===== src/rtl/fetch_stage.sv =====
// Instruction fetch stage: drives a valid/ready-style instruction memory port and fills the
// IF/ID pipeline register. A one-entry hold buffer covers decode stalls, a DRAIN state finishes
// a request that a branch or halt has made stale, and HALT is left only through reset.
// Optional macro FETCH_PERF_CNT_EN adds saturating fetchCount / stallCount outputs.
module fetch_stage #(
   parameter int unsigned ADDRESSWIDTH = 32,
   parameter int unsigned DATA = 32,
   parameter logic [ADDRESSWIDTH-1:0] RESET_PC = '0
) (
   input  logic                    clk,
   input  logic                    reset,
   input  logic                    branchTaken,
   input  logic [ADDRESSWIDTH-1:0] branchTarget,
   input  logic                    hazardDetected,
   input  logic                    haltSignal,
   output logic                    imemReq,
   output logic [ADDRESSWIDTH-1:0] imemAddr,
   input  logic                    imemValid,
   input  logic [DATA-1:0]         imemData,
   output logic [DATA-1:0]         instruction,
   output logic [ADDRESSWIDTH-1:0] pcOut,
   output logic                    instrValid,
`ifdef FETCH_PERF_CNT_EN
   output logic [31:0]             fetchCount,
   output logic [31:0]             stallCount,
`endif
   output logic                    halted
);

   localparam logic [ADDRESSWIDTH-1:0] PcStep    = ADDRESSWIDTH'(4);
   localparam logic [ADDRESSWIDTH-1:0] AlignMask = ~ADDRESSWIDTH'(3);

   typedef enum logic [2:0] {StIdle, StFetch, StHold, StDrain, StHalt} state_e;

   state_e                  state_q, state_d;
   logic [ADDRESSWIDTH-1:0] pc_q, pc_d;
   // Address of the stale request still being drained; pc_q already points past it.
   logic [ADDRESSWIDTH-1:0] drain_addr_q, drain_addr_d;
   logic                    halt_pend_q, halt_pend_d;
   logic [DATA-1:0]         buf_q, buf_d;
   logic [DATA-1:0]         instr_q, instr_d;
   logic [ADDRESSWIDTH-1:0] pcout_q, pcout_d;
   logic                    valid_q, valid_d;
   logic                    load_live;
   logic [ADDRESSWIDTH-1:0] branch_pc;

   assign branch_pc = branchTarget & AlignMask;

   // Next-state and IF/ID update; priority is branch > halt > hazard > normal fetch.
   always_comb begin
      state_d      = state_q;
      pc_d         = pc_q;
      drain_addr_d = drain_addr_q;
      halt_pend_d  = halt_pend_q;
      buf_d        = buf_q;
      instr_d      = instr_q;
      pcout_d      = pcout_q;
      valid_d      = valid_q;
      load_live    = 1'b0;
      unique case (state_q)
         StIdle: begin
            state_d = StFetch;
         end
         StFetch: begin
            if (branchTaken) begin
               pc_d    = branch_pc;
               valid_d = 1'b0;
               if (!imemValid) begin
                  state_d      = StDrain;
                  drain_addr_d = pc_q;
               end
            end else if (haltSignal && valid_q) begin
               valid_d = 1'b0;
               if (imemValid) begin
                  state_d = StHalt;
               end else begin
                  state_d      = StDrain;
                  drain_addr_d = pc_q;
                  halt_pend_d  = 1'b1;
               end
            end else if (imemValid) begin
               pc_d = pc_q + PcStep;
               if (hazardDetected) begin
                  buf_d   = imemData;
                  state_d = StHold;
               end else begin
                  instr_d   = imemData;
                  pcout_d   = pc_q;
                  valid_d   = 1'b1;
                  load_live = 1'b1;
               end
            end else if (!hazardDetected) begin
               // Decode consumed the old word and nothing new arrived: insert a bubble.
               valid_d = 1'b0;
            end
         end
         StHold: begin
            if (branchTaken) begin
               pc_d    = branch_pc;
               valid_d = 1'b0;
               state_d = StFetch;
            end else if (haltSignal && valid_q) begin
               valid_d = 1'b0;
               state_d = StHalt;
            end else if (!hazardDetected) begin
               instr_d   = buf_q;
               pcout_d   = pc_q - PcStep;
               valid_d   = 1'b1;
               load_live = 1'b1;
               state_d   = StFetch;
            end
         end
         StDrain: begin
            if (branchTaken) begin
               pc_d        = branch_pc;
               valid_d     = 1'b0;
               halt_pend_d = 1'b0;
            end
            if (imemValid) begin
               halt_pend_d = 1'b0;
               state_d     = (halt_pend_q && !branchTaken) ? StHalt : StFetch;
            end
         end
         StHalt: begin
            state_d = StHalt;
         end
         default: begin
            state_d = StIdle;
         end
      endcase
   end

   // State and IF/ID registers with asynchronous active-low reset.
   always_ff @(posedge clk or negedge reset) begin
      if (!reset) begin
         state_q      <= StIdle;
         pc_q         <= RESET_PC;
         drain_addr_q <= '0;
         halt_pend_q  <= 1'b0;
         buf_q        <= '0;
         instr_q      <= '0;
         pcout_q      <= '0;
         valid_q      <= 1'b0;
      end else begin
         state_q      <= state_d;
         pc_q         <= pc_d;
         drain_addr_q <= drain_addr_d;
         halt_pend_q  <= halt_pend_d;
         buf_q        <= buf_d;
         instr_q      <= instr_d;
         pcout_q      <= pcout_d;
         valid_q      <= valid_d;
      end
   end

   assign imemReq     = (state_q == StFetch) || (state_q == StDrain);
   assign imemAddr    = (state_q == StDrain) ? drain_addr_q : pc_q;
   assign instruction = instr_q;
   assign pcOut       = pcout_q;
   assign instrValid  = valid_q;
   assign halted      = (state_q == StHalt);

`ifdef FETCH_PERF_CNT_EN
   logic [31:0] fetch_cnt_q, stall_cnt_q;

   // Saturating performance counters.
   always_ff @(posedge clk or negedge reset) begin
      if (!reset) begin
         fetch_cnt_q <= '0;
         stall_cnt_q <= '0;
      end else begin
         if (load_live && (fetch_cnt_q != 32'hFFFF_FFFF)) begin
            fetch_cnt_q <= fetch_cnt_q + 32'd1;
         end
         if (hazardDetected && valid_q && (stall_cnt_q != 32'hFFFF_FFFF)) begin
            stall_cnt_q <= stall_cnt_q + 32'd1;
         end
      end
   end

   assign fetchCount = fetch_cnt_q;
   assign stallCount = stall_cnt_q;
`else
   logic unused_load_live;
   assign unused_load_live = load_live;
`endif

endmodule


===== config.mk =====
export PLATFORM = sky130hd
export DESIGN_NAME = fetch_stage
export DESIGN_NICKNAME = d
export VERILOG_FILES = /design/src/rtl/fetch_stage.sv
export SDC_FILE = /design/constraint.sdc
export NUM_CORES = 1
export LEC_CHECK = 0
export BUFFER_PORTS_ARGS = -buffer_cell sky130_fd_sc_hd__buf_4
export CORE_MARGIN = 4
export CORE_UTILIZATION = 40
export DETAILED_ROUTE_END_ITERATION = 10
export SYNTH_ARGS = -nofsm -noshare
export SYNTH_HDL_FRONTEND = slang
export SYNTH_SLANG_ARGS = --single-unit

===== constraint.sdc =====
create_clock -name clk -period 5.5 [get_ports clk]
set_input_delay 0.275 -clock clk [delete_from_list [all_inputs] [get_ports clk]]
set_output_delay 0.275 -clock clk [all_outputs]
set_load 0.02 [all_outputs]

======== Word-level counts from Yosys, hierarchy flattened ========
Cells that the tools add are included.
word-level totals
  memories kept ........................... 0
  word-level logic and storage cells ...... 105
  output and inout port bits .............. 99
  bits of input ports ..................... 70
  latch bits .............................. 0
  memory bits (read-only) ................. 0
  bits in registers ....................... 165
  RAM bits ................................ 0
operators by class
  add/subtract/negate cells ............... 2
  multiply operators ...................... 0
  muxes and demuxes ....................... 51
  reduce and logical (&&, ||, !) cells .... 18
  div/mod/pow operators ................... 0
  $lt $le $gt $ge ......................... 0
  bitwise gates (word level) .............. 2
  shifts and indexed selects .............. 0
  eq/ne operators ......................... 24
operators with widths
  operator                 count
  $mux W32                 22
  $pmux W32 S2             3
  $mux W3                  11
  $add A32 B3 Y32 const B  1
  $sub A32 B3 Y32 const B  1
  $ne A2 B2 Y1 const B     11
  $pmux W3 S5              1
  $reduce_and A5 Y1        3
  $mux W1                  12
  $ne A3 B3 Y1 const B     4
  $ne A4 B4 Y1 const B     3
  $reduce_and A8 Y1        1
  $reduce_bool A2 Y1       4
  $eq A3 B2 Y1 const B     2
  $ne A5 B5 Y1 const B     1
  $reduce_and A4 Y1        1
  $eq A3 B1 Y1 const B     1
  $eq A3 B3 Y1 const B     1
  $logic_not A3 Y1         1
  $pmux W1 S3              1
  $reduce_and A3 Y1        1
  $reduce_bool A3 Y1       1
  $logic_and A1 B1 Y1      2
  $ne A2 B1 Y1 const B     1
  6 further kinds          7

======== Logic depth before layout (Yosys ltp) ========
  word-level depth ........................ 5
  depth in mapped cells ................... 9
  depth with buffers taken out ............ 7

======== Worst setup path after synthesis ========
Ideal clock, no wire load.
  path kind ............................... reg2reg
  start point ............................. register pc_q[27]
  end point ............................... register pcout_q[31], in the netlist pcOut[31]
  slack ................................... 3.526 ns
  required time ........................... 5.381 ns
  period minus slack after synthesis ...... 1.974 ns
  data arrival time ....................... 1.855 ns
  path buffers ............................ 1
  cell stages (with the launch flop) ...... 7
  library setup time ...................... 0.119 ns
  cell sequence ........................... dfrtp_1 > buf_6 > or4_4 > or4_4 > nor4_4 > xnor2_1 > o21ai_2
on the way
  word-level cells in the longest chain between the ends .. 5
RTL lines
  element                 line  RTL
  start, declared         36    logic [ADDRESSWIDTH-1:0] pc_q, pc_d;
  start signal, assigned  146   pc_q <= pc_d;
  $sub A32 B3 Y32         107   pcout_d = pc_q - PcStep;
  $mux W32                105   end else if (!hazardDetected) begin
  $mux W32                102   end else if (haltSignal && valid_q) begin
  $mux W32                98    if (branchTaken) begin
  $pmux W32 S2            60    unique case (state_q)
  end signal, assigned    151   pcout_q <= pcout_d;
  end, declared           42    logic [ADDRESSWIDTH-1:0] pcout_q, pcout_d;
No other way between the ends. The select of a mux whose other input is x is not followed.
A chain may end at the register's enable or synchronous reset.

======== Worst setup path after layout ========
  start point ............................. register state_q[2]
  end point ............................... output imemAddr[10]
on the way
  word-level cells in the longest chain between the ends .. 2
RTL lines
  element                 line  RTL
  start, declared         35    state_e state_q, state_d;
  start signal, assigned  136   state_q <= StIdle;
  start signal, assigned  145   state_q <= state_d;
  $eq A3 B2 Y1            157   assign imemAddr = (state_q == StDrain) ? drain_addr_q : pc_q;
  $mux W32                157
  end, declared           17    output logic [ADDRESSWIDTH-1:0] imemAddr,
No other way between the ends.

==> metrics.log <==
[metrics] launching instance or port of the critical path: state_q[2]$_DFFE_PN0P_
[metrics] total number of vias: 6334
[metrics] final worst-path setup slack: 2.81 ns
[metrics] Reg area: 3980 sq um
[metrics] Final Critical Period: 2.69 ns
[metrics] setup slack of the worst register-to-register path: 2.90 ns
[metrics] number of enable flip-flop cells after synthesis: 0
[metrics] fill cell total of the finished layout: 1903
[metrics] CP endpoint kind: primary output
[metrics] initial cell density of the core: 40.6%
[metrics] die width: 151 um
[metrics] DRC violations left: 0
[metrics] Total Negative Setup Slacks: 0 ns
[metrics] slowest cell delay on critical path: 0.60 ns
[metrics] sequential fraction of the synthesis area: 48.6%
[metrics] first-pass iteration count of the detailed router: 4
[metrics] number of endpoints failing setup at the final stage: 0
[metrics] family with the most delay on the worst path: buffers and inverters
[metrics] overall die height: 151 um
[metrics] leakage: 4.35 nW
[metrics] library cell appearing most often on the critical path: sky130_fd_sc_hd__buf_4
[metrics] first-iteration detailed-routing DRC count: 358
[metrics] total number of H-tree levels: 4
[metrics] P&R area growth vs syn: 23.6%
[metrics] standard-cell row count: 52
[metrics] number of different library cells in the post-synthesis netlist: 61
[metrics] dominant register cell in the synthesized netlist: sky130_fd_sc_hd__dfrtp_1
[metrics] Routed Antenna Nets: 0
[metrics] clock-pin slew on the worst setup and hold paths: 0.07 ns
[metrics] top-area cell type share of the netlist area: 48.6%
[metrics] setup bufs post-CTS: 0
[metrics] wire per inst: 17.2 um
[metrics] utilization of the core after routing: 50.1%
[metrics] pre-CTS setup slack: 2.92 ns
[metrics] biggest fanout along the worst timing path: 30
[metrics] max_slew headroom: 44.5%
[metrics] final wirelength: 20700 um
[metrics] sequence of cells on the critical path: nand2b_1, inv_1, nand2_1, buf_4, mux2_2, buf_4
[metrics] Syn Inst Count: 806
[metrics] via count of the first global-routing pass: 6228
[metrics] worst-case vdd ir drop: 0.000402 V
[metrics] estimated wirelength of the detail-placed design: 14400 um
[metrics] post-route cell area: 10100 sq um
[metrics] Setup crit start kind: register
[metrics] result of the run: completed
[metrics] Max clock buf depth: 2
[metrics] overflow left after global routing: 0
[metrics] number of synthesis warnings: 0
[metrics] Inserted Clock Buffers: 17
[metrics] worst endpoint data arrival time: 2.42 ns
[metrics] initial antenna violation count: 0
[metrics] Tcrit/Tclk final: 48.9%
[metrics] reg-to-reg critical path startpoint: state_q[1]$_DFFE_PN0P_
[metrics] Area contributors post-synth: sky130_fd_sc_hd__dfrtp_1 49%, sky130_fd_sc_hd__mux2_2 12%, sky130_fd_sc_hd__o21ai_0 5.0%
[metrics] Synth Cell Area: 8180 sq um
[metrics] Placed Cells: 1170
[metrics] multi-input gate area in the final layout: 3840 sq um
[metrics] class of the most critical setup path: reg -> out
[metrics] cell at the root of the clock tree: sky130_fd_sc_hd__clkbuf_16
[metrics] count of buffers inserted at the top-level ports: 162
[metrics] cell with the most instances after synthesis: sky130_fd_sc_hd__dfrtp_1
[metrics] power density of the placed cells: 637 nW/um^2
[metrics] Post-DP Area: 9480 sq um
[metrics] GRT Resource Usage Total: 18.5%
[metrics] count of placed standard cells in the final layout, fillers left out: 1203
[metrics] total I/O pin count: 169
[metrics] cell with the largest stage delay on the worst path: sky130_fd_sc_hd__dfrtp_1
[metrics] Critical Path RT: 5.22 ns
[metrics] synth cell count leaders: 159 x sky130_fd_sc_hd__dfrtp_1, 94 x sky130_fd_sc_hd__nand2_1, 86 x sky130_fd_sc_hd__mux2_2
[metrics] clock tree from TritonCTS: built
[metrics] actual slew at the worst max-slew pin: 0.832 ns
[metrics] TritonCTS Sinks: 159
[metrics] fraction of registers with async set/reset: 100%
[metrics] pins over their slew limit: 0
[metrics] Critical path buffers and inverters: 3
[metrics] setup repair after global routing missed its margin: false
[metrics] classification of the worst-slack hold path: in -> reg
[metrics] Synth Area per Inst: 10.2 sq um
[metrics] number of flip-flops and latches in the synthesized netlist: 159
[metrics] average vias per placed instance: 5.27
[metrics] overall die area: 22800 sq um
[metrics] Fmax: 372 MHz
[metrics] maximum clock skew at final layout: 0.0159 ns
[metrics] number of endpoints with negative hold slack in the final report: 0
[metrics] Skew-Pair Late Insertion Delay: 0.42 ns
[metrics] pin count of the biggest net entering global routing: 83
[metrics] start point of the worst hold path: imemData[24]
[metrics] number of max-capacitance violations reported: 0
[metrics] final weighted congestion in routability-driven placement: 0.834
[metrics] share of post-route cells with drive strength above 1: 33.9%
[metrics] top cell type by total area after synthesis: sky130_fd_sc_hd__dfrtp_1
[metrics] Placeable Area: 20200 sq um
[metrics] number of antenna cells inserted: 0
[metrics] # nets final: 992
[metrics] first-pass GRT wire length: 33300 um
[layout make-up]
type,count,area share (%)
sequential,159,39.4
tap,270,3.34
inverter,10,0.371
clock inverter,15,1.94
timing repair buffer,172,12.8
multi-input combinational,560,37.9
clock buffer,17,4.21
[cell families after synthesis]
kind of cell	Yosys count	share of synthesized area, %
AO/OA/AOI/OAI	184	13.2
XOR/XNOR	28	3.00
adder cells (fa/ha/maj)	2	0.306
buffers and inverters	90	4.89
flip-flops	159	48.6
multiplexers	119	15.9
other	1	0.0458
AND/OR/NAND/NOR	223	14.0
[worst paths after layout]
path	to	cells after the start
worst max-delay path	imemAddr[10]	6
worst min-delay path	buf_q[24]$_DFFE_PN0P_	2
worst max register to register	instruction[9]$_DFFE_PN0P_	6
worst min register to register	pcOut[24]$_DFFE_PN0P_	2
max in group asynchronous	drain_addr_q[24]$_DFFE_PN0P_	3
min in group asynchronous	instruction[17]$_DFFE_PN0P_	2
[where the power goes]
| part | internal [mW] | switching, mW | total (mW) |
|---|---|---|---|
| clock | 0.731 | 0.518 | 1.25 |
| sequential | 1.73 | 0.605 | 2.34 |
| combinational | 1.34 | 1.52 | 2.85 |
| total | 3.80 | 2.64 | 6.44 |
[per-layer routing]
| metal | vias up | track usage [%] | part of all wire (%) |
|---|---|---|---|
| met5 | - | 0 | 0 |
| met4 | 0 | 5.30 | 0.45 |
| met3 | 6 | 3.83 | 6.0 |
| met2 | 173 | 27.5 | 45 |
| met1 | 3067 | 27.3 | 48 |
| li1 | 3088 | - | - |
[state kept, by name (all words and copies together) (netlist names)]
name and cells:
instrValid 1, pc_q 30, instruction 32, buf_q 32
pcOut 30, drain_addr_q 30, state_q 3, halt_pend_q 1
[stage by stage]
step           total power [mW]  hold WS (ns)
6_report                   6.44        0.0924
5_1_grt                    6.90        0.0695
2_1_floorplan              4.15       -0.0206
4_1_cts                    6.51        0.0685
3_3_place_gp               5.18         0.267
3_5_place_dp               5.24         0.264
[cells in the final DEF, fill, tap and decap left out, types with 9 or more instances in the layout]
master                      synthesis  routed
sky130_fd_sc_hd__dfrtp_1          159     159
sky130_fd_sc_hd__inv_1             10      10
sky130_fd_sc_hd__nand3_1           23      23
sky130_fd_sc_hd__a21oi_1           40      40
sky130_fd_sc_hd__buf_4              4     170
sky130_fd_sc_hd__mux2_2            86      86
sky130_fd_sc_hd__nor2_1            33      32
sky130_fd_sc_hd__nand2_1           94      94
sky130_fd_sc_hd__nand4_1            9       9
sky130_fd_sc_hd__xnor2_1           24      24
sky130_fd_sc_hd__nor4_1             9       9
sky130_fd_sc_hd__nor3_1            16      15
sky130_fd_sc_hd__o21ai_0           82      82
sky130_fd_sc_hd__mux2i_1           33      33
sky130_fd_sc_hd__clkbuf_16          0      17
[what timing repair did]
action / CTS / global route
resized for setup: 0 / 0
setup endpoints to repair: 0 / 0
endpoints found under the hold margin: 52 / 0
hold buffers: 1 / 0
Note: power is estimated with default switching activity, not from simulation.
